--- src/rtl/otter_pkg.sv ---
// Shared fetch-stage types and constants for the OTTER core.
package otter_pkg;

    localparam int unsigned ILEN = 32;
    localparam logic [31:0] RESET_VEC_DEFAULT = 32'h0000_0000;

    typedef struct packed {
        logic [31:0]     pc;
        logic [ILEN-1:0] ir;
    } fetch_entry_t;

endpackage

--- src/rtl/otter_fetch_fifo.sv ---
// Small circular prefetch queue of {pc, ir} entries with flush.
module otter_fetch_fifo
    import otter_pkg::*;
#(
    parameter int unsigned DEPTH = 2
) (
    input  logic                    clk,
    input  logic                    rst_n,
    input  logic                    push,
    input  logic                    pop,
    input  logic                    flush,
    input  fetch_entry_t            wdata,
    output fetch_entry_t            rdata,
    output logic                    full,
    output logic                    empty,
    output logic [$clog2(DEPTH):0]  count
);
    localparam int unsigned PW = $clog2(DEPTH);
    localparam int unsigned CW = PW + 1;

    fetch_entry_t    mem [DEPTH];
    logic [PW-1:0]   rd_ptr;
    logic [PW-1:0]   wr_ptr;
    logic [CW-1:0]   cnt;
    logic            do_push;
    logic            do_pop;

    assign full    = (cnt == CW'(DEPTH));
    assign empty   = (cnt == '0);
    assign count   = cnt;
    assign rdata   = mem[rd_ptr];
    assign do_push = push && !full;
    assign do_pop  = pop && !empty;

    // Pointers wrap naturally because DEPTH is a power of two.
    always_ff @(posedge clk or negedge rst_n) begin
        if (!rst_n) begin
            rd_ptr <= '0;
            wr_ptr <= '0;
            cnt    <= '0;
            for (int i = 0; i < int'(DEPTH); i++) begin
                mem[i] <= '0;
            end
        end else if (flush) begin
            rd_ptr <= '0;
            wr_ptr <= '0;
            cnt    <= '0;
        end else begin
            if (do_push) begin
                mem[wr_ptr] <= wdata;
                wr_ptr      <= wr_ptr + PW'(1);
            end
            if (do_pop) begin
                rd_ptr <= rd_ptr + PW'(1);
            end
            case ({do_push, do_pop})
                2'b10:   cnt <= cnt + CW'(1);
                2'b01:   cnt <= cnt - CW'(1);
                default: cnt <= cnt;
            endcase
        end
    end

    // The issue credit logic upstream must never let the queue overflow.
    a_no_overflow: assert property (@(posedge clk) disable iff (!rst_n) !(push && full && !flush));

endmodule

--- src/rtl/otter_fetch_unit.sv ---
// OTTER instruction fetch: owns the fetch PC, issues reads to the instruction
// port, queues responses and hands them to decode over valid/ready.
module otter_fetch_unit
    import otter_pkg::*;
#(
    parameter logic [31:0] RESET_VEC = RESET_VEC_DEFAULT,
    parameter int unsigned DEPTH     = 2
) (
    input  logic        CLK,
    input  logic        RESET_N,
    input  logic        REDIRECT,
    input  logic [31:0] REDIRECT_PC,
    output logic        MEM_RDEN1,
    output logic [13:0] MEM_ADDR1,
    input  logic [31:0] MEM_DOUT1,
    output logic        IF_VALID,
    output logic [31:0] IF_IR,
    output logic [31:0] IF_PC,
    output logic [31:0] IF_PC_INC,
    input  logic        DE_READY
);
    localparam int unsigned CW = $clog2(DEPTH) + 1;
    localparam int unsigned SW = CW + 1;

    logic [31:0]   fetch_pc;
    logic          inflight;
    logic          epoch;
    logic          tag_epoch;
    logic [31:0]   tag_pc;
    logic          issue;
    logic          pop;
    logic          push;
    logic [SW-1:0] credit;
    logic          empty;
    logic          full_unused;
    logic [CW-1:0] count;
    logic [1:0]    redirect_pc_unused;
    fetch_entry_t  head;
    fetch_entry_t  resp;

    assign redirect_pc_unused = REDIRECT_PC[1:0];

    // Queue slots already spoken for, counting the read still in flight.
    assign pop    = IF_VALID && DE_READY;
    assign credit = SW'(count) + SW'(inflight) - SW'(pop);
    assign issue  = RESET_N && !REDIRECT && (credit < SW'(DEPTH));

    assign MEM_RDEN1 = issue;
    assign MEM_ADDR1 = fetch_pc[15:2];

    // Responses tagged with an older epoch belong to a flushed stream.
    assign push    = inflight && (tag_epoch == epoch) && !REDIRECT;
    assign resp.pc = tag_pc;
    assign resp.ir = MEM_DOUT1;

    always_ff @(posedge CLK or negedge RESET_N) begin
        if (!RESET_N) begin
            fetch_pc  <= RESET_VEC;
            inflight  <= 1'b0;
            epoch     <= 1'b0;
            tag_epoch <= 1'b0;
            tag_pc    <= '0;
        end else begin
            inflight <= issue;
            if (REDIRECT) begin
                fetch_pc <= {REDIRECT_PC[31:2], 2'b00};
                epoch    <= ~epoch;
            end else if (issue) begin
                fetch_pc <= fetch_pc + 32'd4;
            end
            if (issue) begin
                tag_pc    <= fetch_pc;
                tag_epoch <= epoch;
            end
        end
    end

    otter_fetch_fifo #(
        .DEPTH (DEPTH)
    ) u_fifo (
        .clk   (CLK),
        .rst_n (RESET_N),
        .push  (push),
        .pop   (pop),
        .flush (REDIRECT),
        .wdata (resp),
        .rdata (head),
        .full  (full_unused),
        .empty (empty),
        .count (count)
    );

    // Head fields read as zero whenever nothing valid is presented.
    assign IF_VALID  = !empty;
    assign IF_IR     = IF_VALID ? head.ir : '0;
    assign IF_PC     = IF_VALID ? head.pc : '0;
    assign IF_PC_INC = IF_VALID ? (head.pc + 32'd4) : '0;

endmodule

--- config.mk ---
export PLATFORM = sky130hd
export DESIGN_NAME = otter_fetch_unit
export DESIGN_NICKNAME = d
export VERILOG_FILES = /design/src/rtl/otter_pkg.sv /design/src/rtl/otter_fetch_fifo.sv /design/src/rtl/otter_fetch_unit.sv
export SDC_FILE = /design/constraint.sdc
export NUM_CORES = 1
export LEC_CHECK = 0
export CAP_MARGIN = 20
export CELL_PAD_IN_SITES_DETAIL_PLACEMENT = 0
export CELL_PAD_IN_SITES_GLOBAL_PLACEMENT = 1
export CORE_AREA = 4 4 140 169
export CTS_CLUSTER_DIAMETER = 40
export CTS_CLUSTER_SIZE = 24
export DETAILED_ROUTE_END_ITERATION = 12
export DIE_AREA = 0 0 144 173
export GPL_TIMING_DRIVEN = 0
export PLACE_DENSITY_LB_ADDON = 0.1
export SLEW_MARGIN = 20
export SYNTH_ARGS = -nofsm -noshare
export SYNTH_HDL_FRONTEND = slang
export SYNTH_SLANG_ARGS = --single-unit
--- constraint.sdc ---
create_clock -name CLK -period 9.6 [get_ports CLK]
set_input_delay 0.96 -clock CLK [delete_from_list [all_inputs] [get_ports CLK]]
set_output_delay 0.96 -clock CLK [all_outputs]
set_load 0.01 [all_outputs]
# After elaboration in Yosys (flattened, before gate mapping)
# Index checks and enable logic that the tools add are counted.
dict set report word_totals {
  reg_bits 199
  input_bits 68
  output_inout_bits 112
  word_cells 66
}
dict set report classes {
  n_addsub 8
  order_cmp 4
  n_eq_ne 4
  mux 17
  bitwise_logic 4
  n_reduce_logical 17
}
# operator count
set ops {}
lappend ops {{$mux W64} 4}
lappend ops {{$mux W32} 5}
lappend ops {{$bwmux W128} 1}
lappend ops {{$add A32 B3 Y32 const B} 2}
lappend ops {{$demux W64 S1} 1}
lappend ops {{$logic_and A1 B1 Y1} 8}
lappend ops {{$reduce_bool A2 Y1} 3}
lappend ops {{$eq A2 B2 Y1 const B} 2}
lappend ops {{$ge A2 B2 Y1 const B} 2}
lappend ops {{$mux W1} 4}
lappend ops {{$not A1 Y2} 2}
lappend ops {{$pmux W2 S2} 1}
lappend ops {{$add A2 B1 Y3} 1}
lappend ops {{$logic_not A1 Y1} 3}
lappend ops {{$lt A3 B2 Y1 const B} 1}
lappend ops {{$reduce_bool A3 Y1} 1}
lappend ops {{$sub A3 B1 Y3} 1}
lappend ops {{$add A1 B1 Y1 const B} 2}
lappend ops {{$add A2 B1 Y2 const B} 1}
lappend ops {{$eq A2 B1 Y1 const B} 1}
lappend ops {{$logic_not A2 Y1} 1}
lappend ops {{$lt A2 B1 Y1 const B} 1}
lappend ops {{$mux W2} 1}
lappend ops {{$not A1 Y1} 2}
lappend ops {{3 further kinds} 3}

# Logic depth before layout (Yosys ltp)
dict set report depth {
  ltp_word 8
  ltp_mapped 15
}

# Hierarchy
# From an unflattened synthesis, not the netlist that was laid out.
dict set report unflattened {
  hier_cells 835
  area_unflattened_um2 10232.3
}
# mod instances cells_per_inst area_each_um2 seq_area_each_um2
set modules_own_cells {}
lappend modules_own_cells {otter_fetch_fifo 1 364 5957.0 3303.2}
lappend modules_own_cells {otter_fetch_unit 1 471 4275.4 1576.5}

# Least setup slack after synthesis
# No wires, ideal clock.
dict set report synth_path {
  path_type {register -> output}
  start {reg u_fifo.cnt[1] (netlist: u_fifo.count[1])}
  end {out MEM_RDEN1}
  arrival_time_ps 3099
  t_required_ps 8640
  path_slack_ps 5541
  stages_incl_launch_ff 14
  cell_sequence {dfrtp_1 nor2_1 inv_1 nand2_1 inv_1 ha_1 nand2b_1 fa_1 xor2_1 or3_1 buf_2 inv_2 buf_2 buf_2}
}
dict set report synth_between {
  elab_chain_cells 6
  elab_cells_between_ends 7
}
# item line
set synth_lines {}
lappend synth_lines {{from (decl)} otter_fetch_fifo.sv:24} ;# logic [CW-1:0] cnt;
lappend synth_lines {{from (signal assigned)} otter_fetch_fifo.sv:57} ;# 2'b10: cnt <= cnt + CW'(1);
lappend synth_lines {{from (signal assigned)} otter_fetch_fifo.sv:58} ;# 2'b01: cnt <= cnt - CW'(1);
lappend synth_lines {{from (signal assigned)} otter_fetch_fifo.sv:59} ;# default: cnt <= cnt;
lappend synth_lines {{parallel branches: the longest is 3 deep, another holds $add A2 B1 Y3} --}
lappend synth_lines {{$sub A3 B1 Y3 (*)} otter_fetch_unit.sv:45} ;# assign credit = SW'(count) + SW'(inflight) - SW'(pop);
lappend synth_lines {{$lt A3 B2 Y1 (*)} otter_fetch_unit.sv:46} ;# assign issue = RESET_N && !REDIRECT && (credit < SW'(DEPTH));
lappend synth_lines {{$logic_and A1 B1 Y1 (*)} otter_fetch_unit.sv:46}
lappend synth_lines {{to (decl)} otter_fetch_unit.sv:13} ;# output logic MEM_RDEN1,
# Mark *: on every way between the ends.

# Final worst setup path
# Ends and elaborated chain as after synthesis.

==> run metrics <==
Worst Path Max Fanout 11; PostCTS Resize Cnt 0; endpoints failing hold 0; wl on met1 about 12000 µm; Post-Syn Instances 913; Ports 180; CP most frequent cell buf_2; area grow syn2layout 27.9%; Synth Cell Area between 0.009 and 0.01 mm²; post-synth cell types 66; number of synthesized flops with an enable pin 0; crit end category output pin; Worst path slowest cell nor2_1; TNS Setup 0 ps; met3 WL between 900 and 1000 µm; vias in the first global route between 7000 and 8000; Core ar. 0.0221 mm²; cell family with most CP delay buffers and inverters; CP startpoint kind register; Hold WS about 440 ps; Max Cap Viol 0; Worst Skew around 9.6 ps; Final nets around 1200; GP Congestion around 0.82; Syn. warnings 0; worst path bufs/invs 7; total chip power around 2.7 mW; overall die width about 140 µm; #FFs+latches synth 191; H-tree depth 4; number of nets with antenna violations after routing 0; GRT overflow 0; clk buf depth 2; sequential share of the synthesized area between 40% and 50%; Via density between 5 and 6; Pwr per Cell Area 215 mW/mm²; clk root buf clkbuf_16; port buffer count approximately 170; Initial DRT Pass Iterations 5; Starting DRT DRC Count between 400 and 500; max incr delay on CP roughly 650 ps; Crit path arrival time 5080 ps; Final Slew Violations 0; Rows 60; outcome complete, no violations; max layer used met4; placed standard-cell area 0.0119 mm²; first-pass GRT wire length about 40000 µm; Final HPWL DP 19000 µm; final wirelength approximately 25000 µm; largest net degree at the start of global routing slightly below 80; total clock sinks between 150 and 200; Hold Path Class in2async; routed len/inst 18.0 µm; crit share post-route between 60% and 70%; RSZ-0062 raised after global routing no; GRT Util Overall approximately 21%; # DRC 0; Worst-Margin Slew about 790 ps; Worst Path Class, Setup reg2out; reg2reg setup slack a little over 5000 ps; share of flip-flops with an asynchronous set or reset between 90% and 100%; ys flop type dfrtp_1; cts bufs inserted 17; WP data required about 8600 ps; Post-CTS Setup Bufs 0; Clock Pin Slew Worst Setup and Hold Paths 70 ps; Final Instance Area between 0.01 and 0.015 mm²; layout cells sized above 1 under 10%; die area ~0.025 mm²; Die Ht approximately 170 µm; peak supply drop around 0.15 mV; hold_buf cts 0; antenna fix cells 0; met2 wire len 12000 µm; Slew HR between 40 and 50%; vias after detailed routing 7489; Starting Density roughly 44%; setup violators final 0; min Tclk post-route a little over 6000 ps; antenna violations before repair 0; highest clock rate roughly 0.17 GHz; LEAKAGE about 5.4 nW; CTS tree yes; crit path cell chain nor2_1, inv_1, nand2_1, inv_1, ha_1, nand2b_1, fa_1, nand2_1, or3_1, buf_2, inv_2, buf_2, buf_2, clkdlybuf4s50_1; Clk Latency, worst-skew pair about 430 ps; Post-Syn Area per Cell between 10 and 15 µm²
==> cell type report <==
type / instances / area [µm²]
Clock buffer: 17 / 425
Sequential cell: 191 / 4780
Fill cell: 1983 / 9640
Inverter: 12 / 45.0
Tap cell: 279 / 349
Buffer: 71 / 408
Clock inverter: 15 / 155
Timing Repair Buffer: 175 / 1790
Multi-Input combinational cell: 642 / 4560
==> logic make-up after synthesis <==
logic type,after synthesis,synth area share [%]
muxes,187,20.8
adders and majority gates,4,0.589
buffers and inverters,83,4.63
xor gates and xnor gates,16,1.43
and+or+nand+nor,329,15.5
other,1,0.0384
AOI/OAI and AO/OA,102,8.10
DFF,191,48.9
==> flip-flops by register name, summed over array words and instances, names as in the netlist <==
| register | flops |
|---|---|
| epoch | 1 |
| fetch_pc | 30 |
| inflight | 1 |
| tag_epoch | 1 |
| tag_pc | 30 |
| u_fifo.count | 2 |
| u_fifo.mem | 124 |
| u_fifo.rd_ptr | 1 |
| u_fifo.wr_ptr | 1 |
==> cells in the mapped netlist, types with 3 or more instances <==
master	count	area, µm²
a21oi_1	7	35.0
and3_1	8	50.1
o211ai_1	10	75.1
or3_1	3	18.8
o31ai_1	3	22.5
o21ai_1	4	20.0
nand2_1	142	533
nor3_1	13	65.1
nor2_1	86	323
ha_1	3	37.5
mux2_2	5	56.3
xor2_1	7	61.3
buf_4	23	173
or4_1	3	22.5
a221o_1	5	50.1
and2_1	12	75.1
nor4_1	9	56.3
buf_6	3	33.8
o31a_1	5	43.8
nand4_1	16	100
a31oi_1	7	43.8
mux2_1	124	1400
clkbuf_1	14	52.6
or2_2	3	18.8
inv_1	10	37.5
nor2b_1	3	18.8
buf_1	5	18.8
dfrtp_1	191	4780
o311ai_1	13	114
mux2i_1	58	581
o311ai_0	5	43.8
o21a_1	3	22.5
buf_2	26	130
o21ai_0	20	100
nand2b_1	3	18.8
nand3_1	15	75.1
xnor2_1	9	78.8
==> power breakdown <==
group          internal, mW  total, mW  switching [mW]
Clock                 0.365      0.693           0.327
Sequential             1.07       1.27           0.193
Combinational         0.373      0.729           0.356
==> worst paths after layout <==
| path | from | to | cells past startpoint |
|---|---|---|---|
| max | u_fifo.count[1]$_DFFE_PN0P_ | MEM_RDEN1 | 14 |
| min | RESET_N | u_fifo.mem[4]$_DFFE_PN0P_ | 1 |
| max reg2reg | u_fifo.count[1]$_DFFE_PN0P_ | fetch_pc[25]$_DFFE_PN0P_ | 14 |
| min reg2reg | u_fifo.mem[124]$_DFFE_PN0P_ | u_fifo.mem[124]$_DFFE_PN0P_ | 1 |
| max in group asynchronous | RESET_N | fetch_pc[8]$_DFFE_PN0P_ | 3 |
| min in group CLK | u_fifo.mem[124]$_DFFE_PN0P_ | u_fifo.mem[124]$_DFFE_PN0P_ | 1 |
==> cell usage in the layout, fill, tap and decap left out, drive strengths merged, types with 17 or more instances in the layout <==
| cell type | synthesis | routed |
|---|---|---|
| clkdlybuf4s50 | 0 | 172 |
| o311ai | 18 | 18 |
| mux2i | 58 | 58 |
| nand2 | 143 | 143 |
| nand4 | 17 | 17 |
| nor2 | 86 | 86 |
| clkbuf | 14 | 31 |
| mux2 | 129 | 129 |
| buf | 57 | 60 |
| o21ai | 24 | 24 |
| dfrtp | 191 | 191 |
==> metrics by stage <==
stage	instances	utilization, %	setup WS, ps
after floorplan	916	-	5540
after global placement	1368	53.6	-3380
after detailed placement	1370	53.9	4040
after CTS	1402	56.5	3540
after global routing	1402	56.5	3300
final	1402	56.5	3560
==> per-layer routing <==
metal	vias to the layer above	global-route usage, %
met2	193	33.6
met4	0	7.73
met1	3643	27.6
li1	3607	-
met5	-	0
met3	46	3.46
Power figures use the tool's default switching activity.
